**src/rtl/packer_stream_arbiter.sv**
```systemverilog
// Packet-granular round-robin arbiter sharing one data_packer between NUM_SRC AXI-Stream sources.
// Optional length guard: define PKT_LEN_GUARD_EN to force tlast at the configured length and add err_overlen.
module packer_stream_arbiter #(
    parameter int DATA_WIDTH = 8,
    parameter int NUM_SRC    = 4,
    parameter int SEL_W      = $clog2(NUM_SRC)
) (
    input  logic                          clk,
    input  logic                          reset,
    input  logic                          cfg_wr_en,
    input  logic [SEL_W-1:0]              cfg_wr_sel,
    input  logic [15:0]                   cfg_wr_data,
    input  logic [NUM_SRC*DATA_WIDTH-1:0] s_axis_tdata,
    input  logic [NUM_SRC-1:0]            s_axis_tvalid,
    output logic [NUM_SRC-1:0]            s_axis_tready,
    input  logic [NUM_SRC-1:0]            s_axis_tlast,
    output logic [DATA_WIDTH-1:0]         m_axis_tdata,
    output logic                          m_axis_tvalid,
    input  logic                          m_axis_tready,
    output logic                          m_axis_tlast,
    output logic [15:0]                   confi,
`ifdef PKT_LEN_GUARD_EN
    output logic                          err_overlen,
`endif
    output logic [NUM_SRC-1:0]            grant,
    output logic                          busy
);

    localparam logic [1:0] ST_IDLE = 2'd0;
    localparam logic [1:0] ST_LOCK = 2'd1;
    localparam logic [1:0] ST_PASS = 2'd2;

    logic [1:0]            r_state;
    logic [15:0]           r_table [NUM_SRC];
    logic [SEL_W-1:0]      r_rr_last;
    logic [SEL_W-1:0]      r_owner;
    logic [15:0]           r_cand_confi;
    logic [15:0]           r_confi;
    logic [NUM_SRC-1:0]    r_grant;

    logic                  w_found;
    logic [SEL_W-1:0]      w_winner;
    logic [DATA_WIDTH-1:0] w_src_data;
    logic                  w_src_valid;
    logic                  w_src_last;
    logic                  w_in_pass;
    logic                  w_accept;
    logic                  w_end_pkt;
    logic                  w_force_last;

    // Indices >= NUM_SRC match no entry, so out-of-range writes fall away.
    always_ff @(posedge clk) begin
        for (int i = 0; i < NUM_SRC; i++) begin
            if (reset)
                r_table[i] <= 16'h0000;
            else if (cfg_wr_en && (cfg_wr_sel == SEL_W'(i)))
                r_table[i] <= cfg_wr_data;
        end
    end

    // Two passes: indices above the pointer first, then wrap to the rest.
    always_comb begin
        w_found  = 1'b0;
        w_winner = '0;
        for (int i = 0; i < NUM_SRC; i++) begin
            if (!w_found && s_axis_tvalid[i] && (SEL_W'(i) > r_rr_last)) begin
                w_found  = 1'b1;
                w_winner = SEL_W'(i);
            end
        end
        for (int i = 0; i < NUM_SRC; i++) begin
            if (!w_found && s_axis_tvalid[i] && (SEL_W'(i) <= r_rr_last)) begin
                w_found  = 1'b1;
                w_winner = SEL_W'(i);
            end
        end
    end

    always_comb begin
        w_src_data  = '0;
        w_src_valid = 1'b0;
        w_src_last  = 1'b0;
        for (int i = 0; i < NUM_SRC; i++) begin
            if (r_grant[i]) begin
                w_src_data  = s_axis_tdata[i*DATA_WIDTH +: DATA_WIDTH];
                w_src_valid = s_axis_tvalid[i];
                w_src_last  = s_axis_tlast[i];
            end
        end
    end

    assign w_in_pass = (r_state == ST_PASS);
    assign w_accept  = w_in_pass & w_src_valid & m_axis_tready;
    assign w_end_pkt = w_accept & m_axis_tlast;

`ifdef PKT_LEN_GUARD_EN
    logic [7:0] r_beat_cnt;
    logic       r_err_overlen;

    // Fires on the beat that reaches the configured length without the source's own tlast.
    assign w_force_last = (r_confi[7:0] != 8'd0) && ((r_beat_cnt + 8'd1) == r_confi[7:0]) && !w_src_last;

    always_ff @(posedge clk) begin
        if (reset) begin
            r_beat_cnt    <= 8'd0;
            r_err_overlen <= 1'b0;
        end else begin
            if (r_state == ST_LOCK)
                r_beat_cnt <= 8'd0;
            else if (w_accept)
                r_beat_cnt <= r_beat_cnt + 8'd1;
            if (w_accept && w_force_last)
                r_err_overlen <= 1'b1;
        end
    end

    assign err_overlen = r_err_overlen;
`else
    assign w_force_last = 1'b0;
`endif

    // The table value is captured at the pick edge so a same-cycle write waits for the next packet.
    always_ff @(posedge clk) begin
        if (reset) begin
            r_state      <= ST_IDLE;
            r_grant      <= '0;
            r_confi      <= 16'h0000;
            r_rr_last    <= SEL_W'(NUM_SRC - 1);
            r_owner      <= '0;
            r_cand_confi <= 16'h0000;
        end else begin
            case (r_state)
                ST_IDLE: begin
                    if (w_found) begin
                        r_owner      <= w_winner;
                        r_cand_confi <= r_table[w_winner];
                        r_state      <= ST_LOCK;
                    end
                end
                ST_LOCK: begin
                    r_confi   <= r_cand_confi;
                    r_grant   <= NUM_SRC'(1) << r_owner;
                    r_rr_last <= r_owner;
                    r_state   <= ST_PASS;
                end
                ST_PASS: begin
                    if (w_end_pkt) begin
                        r_grant <= '0;
                        r_state <= ST_IDLE;
                    end
                end
                default: r_state <= ST_IDLE;
            endcase
        end
    end

    for (genvar gi = 0; gi < NUM_SRC; gi++) begin : g_ready
        assign s_axis_tready[gi] = r_grant[gi] & m_axis_tready & w_in_pass;
    end

    assign m_axis_tdata  = w_src_data;
    assign m_axis_tvalid = w_in_pass & w_src_valid;
    assign m_axis_tlast  = w_in_pass & w_src_valid & (w_src_last | w_force_last);
    assign confi         = r_confi;
    assign grant         = r_grant;
    assign busy          = (r_state == ST_LOCK) || (r_state == ST_PASS);

endmodule
```
**config.mk**
```make
export PLATFORM = sky130hd
export DESIGN_NAME = packer_stream_arbiter
export DESIGN_NICKNAME = d
export VERILOG_FILES = /design/src/rtl/packer_stream_arbiter.sv
export SDC_FILE = /design/constraint.sdc
export NUM_CORES = 1
export LEC_CHECK = 0
export CORE_MARGIN = 4
export CORE_UTILIZATION = 45
export CTS_CLUSTER_DIAMETER = 40
export CTS_CLUSTER_SIZE = 28
export DETAILED_ROUTE_END_ITERATION = 10
export PLACE_DENSITY = 0.71
export SYNTH_ARGS = -nofsm -noshare
export SYNTH_HDL_FRONTEND = slang
export SYNTH_SLANG_ARGS = --single-unit
```
**constraint.sdc**
```tcl
create_clock -name clk -period 4.28 [get_ports clk]
set_clock_uncertainty 0.1 [all_clocks]
set_input_delay 0.642 -clock clk [delete_from_list [all_inputs] [get_ports clk]]
set_output_delay 0.642 -clock clk [all_outputs]
set_load 0.03 [all_outputs]
```
==> summary.txt <==
Run status
  – Status: completed

Pwr
  – Leakage: 2.37 nW
  – P per Cell Area: 442 mW/mm²
  – VDD IR max: 0.223 mV

STA
  – Worst-Margin Slew: 1090 ps
  – Worst Slack Setup Final: 755 ps
  – Hold Violations, Final: 0
  – Max-slew violation count: 0
  – RSZ-0062 raised after global routing: no
  – # setup viols final: 0
  – Setup_tns: 0 ps
  – Part of the cycle the worst path needs: 82.4%
  – Slew margin rel.: 26.9%
  – Fin crit period: 3520 ps
  – Fmax: 284 MHz

Route
  – Antenna viol nets, final: 0
  – WL final: 13500 µm
  – DR WL/cell: 19.2 µm
  – DRT iter0 DRCs: 367
  – Residual DRC count: 0
  – Vias: 4055
  – Vias per cell: 5.77
  – DRT Pass-1 Iters: 4

Run
  – # Max-Cap Violations: 0

Global route
  – First-pass GRT wire length: 21500 µm
  – GR met3 Demand/Resource: 4.39%
  – Vias in the first global route: 3965
  – Met1 Use GR: 29.0%
  – Largest net degree at the start of global routing: 29
  – Gr ovfl total: 0
  – Overall routing resource usage: 20.9%
  – Met2 GRT Util: 33.5%
  – Global routing's busiest layer: met2
  – Initial antenna violation count: 0

Yosys
  – Synthesis Warnings: 0
  – Top cells by area, synth: edfxtp_1 38%, dfxtp_1 17%, and2_1 6.2%
  – Top cells by count, synth: 64 x edfxtp_1, 50 x and2_1, 42 x dfxtp_1, 33 x o21ai_0, 31 x nor2_1
  – Post-synth net total: 543
  – Top-count cell post-synth: edfxtp_1
  – Sequential-to-total area share from yosys stat: 54.5%
  – Distinct cell type count after synthesis: 41
  – Post-synth top flop: edfxtp_1
  – Gate count after technology mapping: 477
  – Seq cells post-synth: 106
  – Mapped cell area: 0.00506 mm²
  – Syn avg cell area: 10.6 µm²
  – Post-synth ARST share: 0%
  – Post-synth top area cell: edfxtp_1
  – Top cell type's share of synthesized area: 37.9%
  – EDFF count, synth: 64

Final layout
  – Nets: 624
  – Inserted Diodes: 0
  – Non-Filler Instances: 703
  – Final Instance Area: 0.00643 mm²
  – Area Growth Syn to Fin: 27.0%
  – Fillcell total: 933
  – Area of the multi-input gates: 0.00214 mm²
  – Final core utilization: 58.8%
  – Share of layout cells above drive strength 1: 8.53%
  – Seq. cell area: 0.00276 mm²

CTS
  – CTS Root Cell: clkbuf_16
  – Post-CTS Setup Bufs: 0
  – Clk slew on worst S/H paths: 70 ps
  – H-tree Lvls: 3
  – CTS tree: built
  – Num CTS Buffers: 9
  – Clock Tree Buf Depth: 2
  – Clk sink count: 106
  – Post-CTS Hold Fix Bufs: 0
  – # resized after CTS: 0
  – Skew-Pair Late Insertion Delay: 350 ps

Placement
  – HPWL after detailed placement: 9130 µm
  – GP Congestion: 0.775
  – Place WS: 930 ps
  – Cells after DPL: 687
  – Area of placed instances: 0.00613 mm²
  – IO Port Bufs: 96

Critical path
  – Crit path capture type: output pin
  – Critical path's most frequent cell: nor2b_1
  – Crit start category: flop
  – WP data required: 3540 ps
  – R2R cell count: 7
  – Largest fanout on the critical path: 15
  – Critical-path cell list: nor2b_1 -> a221o_1 -> a22oi_1 -> nor2b_1 -> o21a_1 -> clkdlybuf4s50_1
  – Worst r2r src: r_state[0]$_SDFFE_PP0P_
  – Flop-to-flop setup slack: 1970 ps
  – Slowest Stage Delay on Critical Path: 670 ps
  – Crit path max-delay cell type: clkdlybuf4s50_1
  – Crit Path Category: reg2out
  – Worst Path Arrival: 2780 ps
  – Reg-to-reg endpoint: r_cand_confi[11]$_SDFFE_PP0P_

Die
  – Total die area: 0.0130 mm²
  – IO Pins: 97
  – Die height: 114 µm
  – Starting Density: 46.3%
  – Standard-cell row count: 38
  – CORE AREA: 0.0109 mm²
  – Die Wd: 114 µm

Hold path
  – Hold Crit Class: reg2reg
  – Worst Hold Launch: r_cand_confi[11]$_SDFFE_PP0P_
  – Hold EP: confi[11]$_SDFFE_PP0N_
  – Hold Crit Depth: 2
-- critical path: cells and delay by family (launching register included) --
kind	cells	cell delay (ps)
and+or+nand+nor	2	800
AOI/OAI and AO/OA	3	500
DFF	1	470
buffers and inverters	1	670
-- flip-flops by register name (all words and copies together) (netlist names) --
| register | count |
|---|---|
| confi | 16 |
| r_table | 64 |
| r_rr_last | 2 |
| r_state | 2 |
| r_owner | 2 |
| grant | 4 |
| r_cand_confi | 16 |
-- logic make-up after synthesis --
| group | count (synthesis) | share of synthesized area [%] |
|---|---|---|
| buffers and inverters | 42 | 3.51 |
| AND/OR/NAND/NOR | 173 | 19.4 |
| adder cells (fa/ha/maj) | 4 | 0.988 |
| flip-flops | 106 | 54.5 |
| multiplexers | 24 | 4.74 |
| AO/OA/AOI/OAI | 128 | 16.8 |
-- power by group --
| group | internal [mW] | switching, mW |
|---|---|---|
| Combinational | 0.319 | 0.429 |
| Clock | 0.411 | 0.398 |
| Sequential | 1.20 | 0.0821 |
| Total | 1.93 | 0.910 |
-- cell usage in the layout (no fill, tap or decap), types with 9 or more instances in the layout --
cell / count
a211oi_1: 18
a21oi_1: 28
a22oi_1: 9
a31o_2: 13
and2_1: 50
and3_1: 22
buf_4: 10
clkbuf_16: 9
clkdlybuf4s50_1: 96
dfxtp_1: 42
edfxtp_1: 64
mux2i_1: 24
nand2_1: 24
nor2_1: 31
nor3_1: 13
o21ai_0: 31
o31a_1: 15
or4_1: 14
-- stage by stage --
step                hold WS (ps)  power [mW]
detailed placement           383        2.05
finish                       393        2.84
global placement             367        2.03
CTS                          401        2.85
global route                 429        2.98
floorplan                    351        1.76
-- how the worst max path moves through the flow --
stage / startpoint / endpoint / slack [ps] / cells past startpoint
detailed placement: s_axis_tvalid[1] / m_axis_tlast / 930 / 6
global route: grant[1]$_SDFFE_PP0P_ / m_axis_tlast / 520 / 6
CTS: grant[1]$_SDFFE_PP0P_ / m_axis_tlast / 740 / 6
floorplan: grant[0]$_SDFFE_PP0P_ / m_axis_tlast / 1470 / 6
global placement: s_axis_tvalid[1] / m_axis_tlast / 990 / 6
finish: grant[1]$_SDFFE_PP0P_ / m_axis_tlast / 760 / 6
-- per-layer routing --
layer	up-vias	part of all wire, %
met5	-	0
met4	0	1.4
met3	18	8.2
met2	158	48
met1	1943	42
li1	1936	-
-- cell type report --
class / count / area share (%)
clock inverter: 7 / 1.13
inverter: 6 / 0.350
sequential: 106 / 43.0
clock buffer: 9 / 3.50
multi-input combinational: 329 / 33.2
tap: 140 / 2.72
timing repair buffer: 106 / 16.1
(Power assumes the default switching activity.)
